$ cat config.mk
export PLATFORM = sky130hd
export DESIGN_NAME = hazard3_pmp_loader
export DESIGN_NICKNAME = d
export VERILOG_FILES = /design/src/rtl/hazard3_pmp_loader.sv
export SDC_FILE = /design/constraint.sdc
export NUM_CORES = 1
export LEC_CHECK = 0
export ABC_AREA = 0
export BUFFER_PORTS_ARGS = -buffer_cell sky130_fd_sc_hd__buf_4
export CORE_MARGIN = 3
export CORE_UTILIZATION = 46
export CTS_BUF_LIST = sky130_fd_sc_hd__clkbuf_4 sky130_fd_sc_hd__clkbuf_8
export DETAILED_ROUTE_END_ITERATION = 16
export PLACE_DENSITY_LB_ADDON = 0.3
export SETUP_SLACK_MARGIN = 0.02
export SYNTH_ARGS = -nofsm -noshare
export SYNTH_HDL_FRONTEND = slang
export SYNTH_SLANG_ARGS = --single-unit
$ cat constraint.sdc
create_clock -name clk -period 2.2 [get_ports clk]
set_input_delay 0 -clock clk [delete_from_list [all_inputs] [get_ports clk]]
set_output_delay 0 -clock clk [all_outputs]
set_load 0.05 [all_outputs]
$ cat src/rtl/hazard3_pmp_loader.sv
// Copies a PMP region table into the pmpaddr/pmpcfg CSRs, then optionally reads every
// region back and flags the lowest region whose CSR contents differ from the table.
module hazard3_pmp_loader #(
  parameter int PMP_REGIONS = 4,
  parameter int VERIFY      = 1,
  parameter int W_DATA      = 32
) (
  input  logic              clk,
  input  logic              rst,
  input  logic              start,
  output logic              busy,
  output logic              done,
  output logic              err,
  output logic [3:0]        err_region,
  output logic              tbl_ren,
  output logic [4:0]        tbl_addr,
  input  logic [W_DATA-1:0] tbl_rdata,
  output logic [11:0]       cfg_addr,
  output logic              cfg_wen,
  output logic [W_DATA-1:0] cfg_wdata,
  input  logic [W_DATA-1:0] cfg_rdata
);

  typedef enum logic [2:0] {
    S_IDLE,
    S_ADDR,
    S_CFG,
    S_CFGWR,
    S_VFY,
    S_DONE
  } state_t;

  localparam logic [11:0] PMPADDR0 = 12'h3b0;
  localparam logic [11:0] PMPCFG0  = 12'h3a0;
  localparam logic [3:0]  LAST_IDX = 4'(PMP_REGIONS - 1);

  state_t              r_state;
  logic [3:0]          r_idx;
  logic [1:0]          r_phase;
  logic [W_DATA-1:0]   r_acc;
  logic                r_err;
  logic [3:0]          r_err_region;

  state_t              w_state_nxt;
  logic [3:0]          w_idx_nxt;
  logic [1:0]          w_phase_nxt;
  logic                w_acc_load;
  logic                w_acc_clr;
  logic                w_mismatch;
  logic                w_clear_err;
  logic [7:0]          w_exp_byte;
  logic [7:0]          w_rd_lane;
  logic [4:0]          w_lane_bit;

  // The hardware drops bits 6:5 and does not support TOR, which reads back as OFF.
  function automatic logic [7:0] expectCfg(input logic [7:0] b);
    logic [7:0] m;
    m = b & 8'h9f;
    if (m[4:3] == 2'b01) m[4:3] = 2'b00;
    return m;
  endfunction

  assign w_lane_bit = {r_idx[1:0], 3'b000};
  assign w_exp_byte = expectCfg(tbl_rdata[7:0]);
  assign w_rd_lane  = cfg_rdata[w_lane_bit +: 8];

  always_comb begin
    w_state_nxt = r_state;
    w_idx_nxt   = r_idx;
    w_phase_nxt = r_phase;
    w_acc_load  = 1'b0;
    w_acc_clr   = 1'b0;
    w_mismatch  = 1'b0;
    w_clear_err = 1'b0;
    busy        = 1'b0;
    done        = 1'b0;
    tbl_ren     = 1'b0;
    tbl_addr    = 5'd0;
    cfg_addr    = 12'd0;
    cfg_wen     = 1'b0;
    cfg_wdata   = '0;

    case (r_state)
      S_IDLE: begin
        if (start) begin
          w_state_nxt = S_ADDR;
          w_idx_nxt   = 4'd0;
          w_phase_nxt = 2'd0;
          w_clear_err = 1'b1;
        end
      end

      S_ADDR: begin
        busy = 1'b1;
        if (!r_phase[0]) begin
          tbl_ren     = 1'b1;
          tbl_addr    = {r_idx, 1'b0};
          w_phase_nxt = 2'd1;
        end else begin
          cfg_wen     = 1'b1;
          cfg_addr    = PMPADDR0 + {8'd0, r_idx};
          cfg_wdata   = tbl_rdata;
          w_phase_nxt = 2'd0;
          if (r_idx == LAST_IDX) begin
            w_state_nxt = S_CFG;
            w_idx_nxt   = 4'd0;
          end else begin
            w_idx_nxt = r_idx + 4'd1;
          end
        end
      end

      // Config bytes are packed four to a pmpcfg word before each write.
      S_CFG: begin
        busy = 1'b1;
        if (!r_phase[0]) begin
          tbl_ren     = 1'b1;
          tbl_addr    = {r_idx, 1'b1};
          w_phase_nxt = 2'd1;
        end else begin
          w_acc_load  = 1'b1;
          w_phase_nxt = 2'd0;
          if (r_idx[1:0] == 2'd3 || r_idx == LAST_IDX) begin
            w_state_nxt = S_CFGWR;
          end else begin
            w_idx_nxt = r_idx + 4'd1;
          end
        end
      end

      S_CFGWR: begin
        busy      = 1'b1;
        cfg_wen   = 1'b1;
        cfg_addr  = PMPCFG0 + {10'd0, r_idx[3:2]};
        cfg_wdata = r_acc;
        w_acc_clr = 1'b1;
        if (r_idx == LAST_IDX) begin
          w_idx_nxt   = 4'd0;
          w_phase_nxt = 2'd0;
          w_state_nxt = (VERIFY != 0) ? S_VFY : S_DONE;
        end else begin
          w_idx_nxt   = r_idx + 4'd1;
          w_state_nxt = S_CFG;
        end
      end

      S_VFY: begin
        busy        = 1'b1;
        w_phase_nxt = r_phase + 2'd1;
        case (r_phase)
          2'd0: begin
            tbl_ren  = 1'b1;
            tbl_addr = {r_idx, 1'b0};
          end
          2'd1: begin
            cfg_addr   = PMPADDR0 + {8'd0, r_idx};
            w_mismatch = (cfg_rdata[29:0] != tbl_rdata[29:0]);
          end
          2'd2: begin
            tbl_ren  = 1'b1;
            tbl_addr = {r_idx, 1'b1};
          end
          default: begin
            cfg_addr   = PMPCFG0 + {10'd0, r_idx[3:2]};
            w_mismatch = (w_rd_lane != w_exp_byte);
            if (r_idx == LAST_IDX) begin
              w_state_nxt = S_DONE;
            end else begin
              w_idx_nxt = r_idx + 4'd1;
            end
          end
        endcase
      end

      S_DONE: begin
        done        = 1'b1;
        w_state_nxt = S_IDLE;
      end

      default: begin
        w_state_nxt = S_IDLE;
      end
    endcase
  end

  always_ff @(posedge clk or posedge rst) begin
    if (rst) begin
      r_state <= S_IDLE;
      r_idx   <= 4'd0;
      r_phase <= 2'd0;
    end else begin
      r_state <= w_state_nxt;
      r_idx   <= w_idx_nxt;
      r_phase <= w_phase_nxt;
    end
  end

  // Only the first mismatch is recorded; verification keeps running so timing never depends on data.
  always_ff @(posedge clk or posedge rst) begin
    if (rst) begin
      r_acc        <= '0;
      r_err        <= 1'b0;
      r_err_region <= 4'd0;
    end else begin
      if (w_acc_clr) begin
        r_acc <= '0;
      end else if (w_acc_load) begin
        r_acc[w_lane_bit +: 8] <= tbl_rdata[7:0];
      end
      if (w_clear_err) begin
        r_err        <= 1'b0;
        r_err_region <= 4'd0;
      end else if (w_mismatch && !r_err) begin
        r_err        <= 1'b1;
        r_err_region <= r_idx;
      end
    end
  end

  assign err        = r_err;
  assign err_region = r_err_region;

endmodule

==> reports/summary.txt, run 1 <==
Detailed Route Iter0 Violations = 325
Layout area overhead = 40.80%
Async S/R FF share, synth = 100.0%
EDFF count, synth = 0
Max Freq = 0.4588 GHz
Gr usage total = 27.02%
GRT overflow = 0
Register area share after synthesis = 35.41%
Setup CP Type = reg2reg
Worst-path fanout max = 4
CTS tree = built
Hold Vio Cnt, Final = 0
Clock slew at the register clock pins of the worst setup and hold paths = 90 ps
Final worst slack = 20.28 ps
Post-layout nets = 546
Final setup TNS = 0 ps
Crit start category = flop
Routability cong. = 0.8873
Yosys warns = 0
Commonest non-fill, non-tap cell in the layout = buf_4
Hold WC Path Type = in2reg
Worst slew margin relative to its limit = 59.77%
Leak = 2.252 nW
IO Port Bufs = 121
Mapped Area = 3251 sq um
Multiplexer share of the synthesized area = 6.390%
Routed WL per cell = 19.67 microns
Final worst path period need = 2180 ps
Top_reg_cell synth = dfrtp_1
Initial antenna violation count = 0
Pwr per Cell Area = 1344 nW/um^2
Register area = 1154 sq um
Synth Area in Adders = 3.849%
Clk_skew = 6.549 ps
# rows = 30
Post-DR vias/cell = 5.866
Compound-gate portion of the synthesized area = 24.25%
DR vias = 3320
Pin count of the biggest net entering global routing = 33
Layout Cells excl Fill = 566
Final wirelength = 11140 microns
Status = complete, no violations
Share of post-route cells with drive strength above 1 = 38.09%
Synth unique cells = 44
Synth Instances = 334
Max cap viols = 0
Clock sink count = 46
First-pass iteration count of the detailed router = 5
Hold Slack = 14.95 ps
Vias in the first global route = 3379
Largest family of logic cells by synthesized area = compound AO/OA/AOI/OAI gates
CTS Buffer Depth = 2
ANT cells = 0
Post-DP HPWL = 8311 microns
Die Wd = 90.06 microns
Worst Tran Pin Value = 599.7 ps
Post-synthesis average cell area = 9.732 sq um
Global-route wire length before repair = 17740 microns
Clock root buffer = clkbuf_8
Starting Density = 47.58%
FILL cells = 592
Worst slack, placed = -203.6 ps
Crit. End Element = flop
RSZ-0062 raised after global routing = true
Die ar. = 8111 sq um
WP data required = 2400 ps
Core area = 6832 sq um
Synth Area in Simple Gates = 14.36%
Final Core Density = 67.00%
Placed Cells incl. Taps = 549
Most frequent cells in the layout = 149 x buf_4, 67 x a22o_1, 44 x dfrtp_1, 31 x nand2_1, 31 x xor2_1
Worst skew pair latency = 300 ps
IR drop worst, VDD = 0.8648 mV
Detail Route Antenna Nets = 0
Flops & latches, synth = 46
Final slew viol count = 0
Die H = 90.06 microns
Period utilization = 99.08%
Final setup vio count = 0
Detailed-route DRC error count = 0
IO Pins = 125
Footprint of the multi-input gates = 1976 sq um
WP data arrival = 2380 ps
CTS buffer count = 5
H-tree levels = 2
Xor and xnor area share after synthesis = 10.24%
-- through the flow --
step / power [mW] / area [sq um]
final: 6.150 / 4577
after global routing: 6.456 / 4577
after CTS: 6.074 / 4541
after detailed placement: 5.392 / 4354
after global placement: 5.326 / 4354
after floorplan: 4.138 / 3262
-- synth_stat cells (all sizes together), types with 7 or more instances --
cell type   n  area (sq um)
nand2      31         116.4
xor2       31         271.5
nor4        9         62.56
dfrtp      46          1151
clkbuf     19         71.32
o21ai       9         45.04
nor2       11         41.29
nor3       13         75.07
and2        7         43.79
a22o       67         586.8
inv         8         30.03
ha         10         125.1
xnor2       7         61.31
buf        10         70.06
-- sequential cells by signal (all words and copies together) (netlist names) --
register and cells:
err_region 4, err 1, r_idx 4, r_acc 32
r_phase 2, r_state 3
-- worst max-delay path, stage by stage (launching register included) --
cell and delay (ps):
dfrtp_2 400, buf_4 130, mux4_2 510, xnor2_1 160
nand2_1 110, nor4_4 350, buf_4 190, nor2_1 40
o21a_1 180
-- where the power goes --
part | switching [mW] | internal (mW) | total (mW) | leakage (nW)
clock | 0.299 | 0.288 | 0.588 | 0.0544
combinational | 2.94 | 1.53 | 4.47 | 1.57
sequential | 0.135 | 0.955 | 1.09 | 0.626
total | 3.38 | 2.78 | 6.15 | 2.25
-- routing by layer --
metal  GRT usage (%)  up-vias  wire length, microns
li1                -     1491                     -
met1           36.22     1591                  4488
met2           42.75      211                  5166
met3           6.862       27                  1205
met4           8.929        0                   275
met5               0        -                     0
-- cells by family after synthesis --
kind of cell,after synthesis
AOI/OAI and AO/OA,98
xor gates and xnor gates,38
buffers and inverters,38
adders and majority gates,10
muxes,11
and+or+nand+nor,92
DFF,46
other,1
-- path summary, 6_finish.rpt --
path | startpoint | endpoint | slack [ps] | depth (start not counted)
worst min-delay path | tbl_rdata[1] | r_acc[25] | 10 | 2
min in group asynchronous | rst | err_region[3] | 250 | 3
max in group asynchronous | rst | r_idx[1] | 1170 | 4
worst min register to register | r_acc[16] | r_acc[16] | 520 | 1
worst max register to register | r_idx[0] | err | 20 | 8
worst max-delay path | r_idx[0] | err | 20 | 8
-- repair_timing --
item | in CTS | in global routing
buffers inserted | 4 | 0
gates resized for setup | 7 | 9
endpoints found under the hold margin | 23 | 0
pin swaps | 5 | 4
hold buffers | 5 | 0
setup endpoints to repair | 6 | 8
-- area by class of cell --
cell class | instances | area share, %
clock inverter | 1 | 0.1914
clock buffer | 7 | 2.105
timing repair buffer | 155 | 25.97
sequential | 46 | 25.21
tap | 96 | 2.624
multi-input combinational | 252 | 43.17
inverter | 9 | 0.7381
No activity file was read; power rests on OpenSTA's default activity.
==> inputs of run 2 (changes only) <==
Settings changed: CORE_UTILIZATION 46 to 45, CTS_BUF_LIST sky130_fd_sc_hd__clkbuf_4 sky130_fd_sc_hd__clkbuf_8 to sky130_fd_sc_hd__clkbuf_16, SETUP_SLACK_MARGIN 0.02 to unset.
==> run 2 against run 1 <==
Effect of this change: clock-buffer cell count shrank 2; clock skew rose by 2.6 ps; total power rose by 0.26%; non-clock buffer count decreased by 11; sequential power about the same.
==> reports/summary.txt, run 2 (synthesis gave the netlist of run 1 again) <==
Global-route wire length before repair = 16950 microns (-4.5%)
Share of post-route cells with drive strength above 1 = 36.38% (-1.7 points)
Vias in the first global route = 3112 (-7.9%)
CTS buffer count = 5 (unchanged)
Hold Slack = 7.420 ps (-7.526 ps)
Detailed Route Iter0 Violations = 186 (-43%)
IO Pins = 125 (unchanged)
CTS tree = built
Crit start category = flop
Routed WL per cell = 19.83 microns (+0.77%)
Post-DR vias/cell = 5.730 (-2.3%)
WP data required = 2380 ps (-20 ps)
Final slew viol count = 0 (unchanged)
Die H = 90.99 microns (+1.0%)
Most frequent cells in the layout = 141 x buf_4, 67 x a22o_1, 45 x dfrtp_1, 31 x nand2_1, 31 x xor2_1
WP data arrival = 2300 ps (-80 ps)
Clock slew at the register clock pins of the worst setup and hold paths = 70 ps (-20 ps)
Final setup TNS = 0 ps (unchanged)
Post-layout nets = 535 (-2.0%)
Die Wd = 90.99 microns (+1.0%)
Status = complete, no violations
Pwr per Cell Area = 1376 nW/um^2 (+2.4%)
Detail Route Antenna Nets = 0 (unchanged)
Worst-path fanout max = 8 (+4)
Worst R2R End = err
Hold WC Path Type = in2reg
RSZ-0062 raised after global routing = true
Layout Cells excl Fill = 555 (-1.9%)
Period utilization = 96.77% (-2.3 points)
Core area = 6907 sq um (+1.1%)
Postcts setup bufs = 0 (-4)
Max reg flops = 32 (unchanged)
Sink of the worst hold path = r_acc[14]
IO Port Bufs = 121 (unchanged)
Worst Tran Pin Value = 860.0 ps (+260.3 ps)
Initial antenna violation count = 0 (unchanged)
ANT cells = 0 (unchanged)
Final wirelength = 11000 microns (-1.2%)
GRT overflow = 0 (unchanged)
Starting Density = 47.07% (-0.52 points)
Gr usage total = 25.68% (-1.3 points)
Hold Path Depth = 2 (unchanged)
Crit. End Element = flop
Setup CP Type = reg2reg
CTS Buffer Depth = 2 (unchanged)
Worst skew pair latency = 290 ps (about the same)
Die ar. = 8279 sq um (+2.1%)
Commonest non-fill, non-tap cell in the layout = buf_4
IR drop worst, VDD = 0.8558 mV (-1.0%)
# rows = 30 (unchanged)
Worst slew margin relative to its limit = 42.31% (-17 points)
Clock root buffer = clkbuf_16
R2R cell count = 7 (-1)
Clk_skew = 9.175 ps (+2.626 ps)
Worst hold start = tbl_rdata[6]
First-pass iteration count of the detailed router = 4 (-1)
Final setup vio count = 0 (unchanged)
Biggest register = r_acc
Detailed-route DRC error count = 0 (unchanged)
Clock sink count = 46 (unchanged)
Layout area overhead = 37.88%
Hold Vio Cnt, Final = 0 (unchanged)
Reg2Reg Launch Point = r_idx[0]
Pin count of the biggest net entering global routing = 33 (unchanged)
Routability cong. = 0.9441 (+6.4%)
Final worst path period need = 2129 ps (-50.75 ps)
Placed Cells incl. Taps = 546 (-0.55%)
Max Freq = 0.4697 GHz (+2.4%)
Max cap viols = 0 (unchanged)
H-tree levels = 2 (unchanged)
Final Core Density = 64.89% (-2.1 points)
Leak = 2.202 nW (-2.2%)
Post-DP HPWL = 8480 microns (+2.0%)
DR vias = 3180 (-4.2%)
Register-to-register setup slack = 70 ps (+50 ps)
==> run 2: layout make-up <==
| cell class | instances | area, sq um |
|---|---|---|
| Sequential cell | 46 | 1152 |
| Multi-Input combinational cell | 252 | 1933 |
| Inverter | 9 | 33.78 |
| Clock buffer | 5 | 125.1 |
| Fill cell | 599 | 2425 |
| Clock inverter | 3 | 17.52 |
| Tap cell | 96 | 120.1 |
| Timing Repair Buffer | 144 | 1100 |
==> run 2: report_power, final <==
part | switching [mW] | total (mW) | internal (mW)
sequential | 0.132 | 1.09 | 0.954
combinational | 2.89 | 4.35 | 1.45
clock | 0.316 | 0.732 | 0.417
==> run 2: layer usage <==
metal,vias to the layer above,global-route usage [%],share of wire [%]
met5,-,0,0
met4,0,5.653,0.90
met3,8,4.308,8.1
met2,140,41.02,48
met1,1564,36.65,43
li1,1468,-,-
==> run 2: worst max-delay path, cell delays in order (launching register included) <==
cell and delay, ps:
dfrtp_2 500, mux4_2 550, xnor2_1 160, nand3_1 100, nor4_2 310, buf_4 180, nor2_1 50, o21a_1 180
==> run 2: repair_timing <==
item | in CTS | in global routing
pin swaps | 0 | 1
hold endpoints to repair | 22 | 0
setup endpoints to repair | 5 | 16
gates resized for setup | 2 | 9
hold buffers | 1 | 0
==> run 2: worst max path at each step <==
stage | from | endpoint | slack, ps | cells after the start
after floorplan | r_state[2] | cfg_addr[2] | -30 | 5
after global placement | r_idx[0] | err_region[0] | -10 | 7
after detailed placement | r_idx[0] | err_region[3] | -110 | 7
after CTS | r_idx[0] | err_region[3] | 30 | 7
after global routing | r_idx[0] | r_acc[27] | -20 | 9
final | r_idx[0] | err | 70 | 7
==> run 2: stage by stage <==
stage,power (mW),setup WS [ps],area (sq um)
finish,6.167,71.03,4482
global route,6.463,-22.03,4482
CTS,6.115,25.12,4492
detailed placement,5.377,-114.1,4332
global placement,5.315,-11.59,4332
floorplan,4.138,-33.88,3262
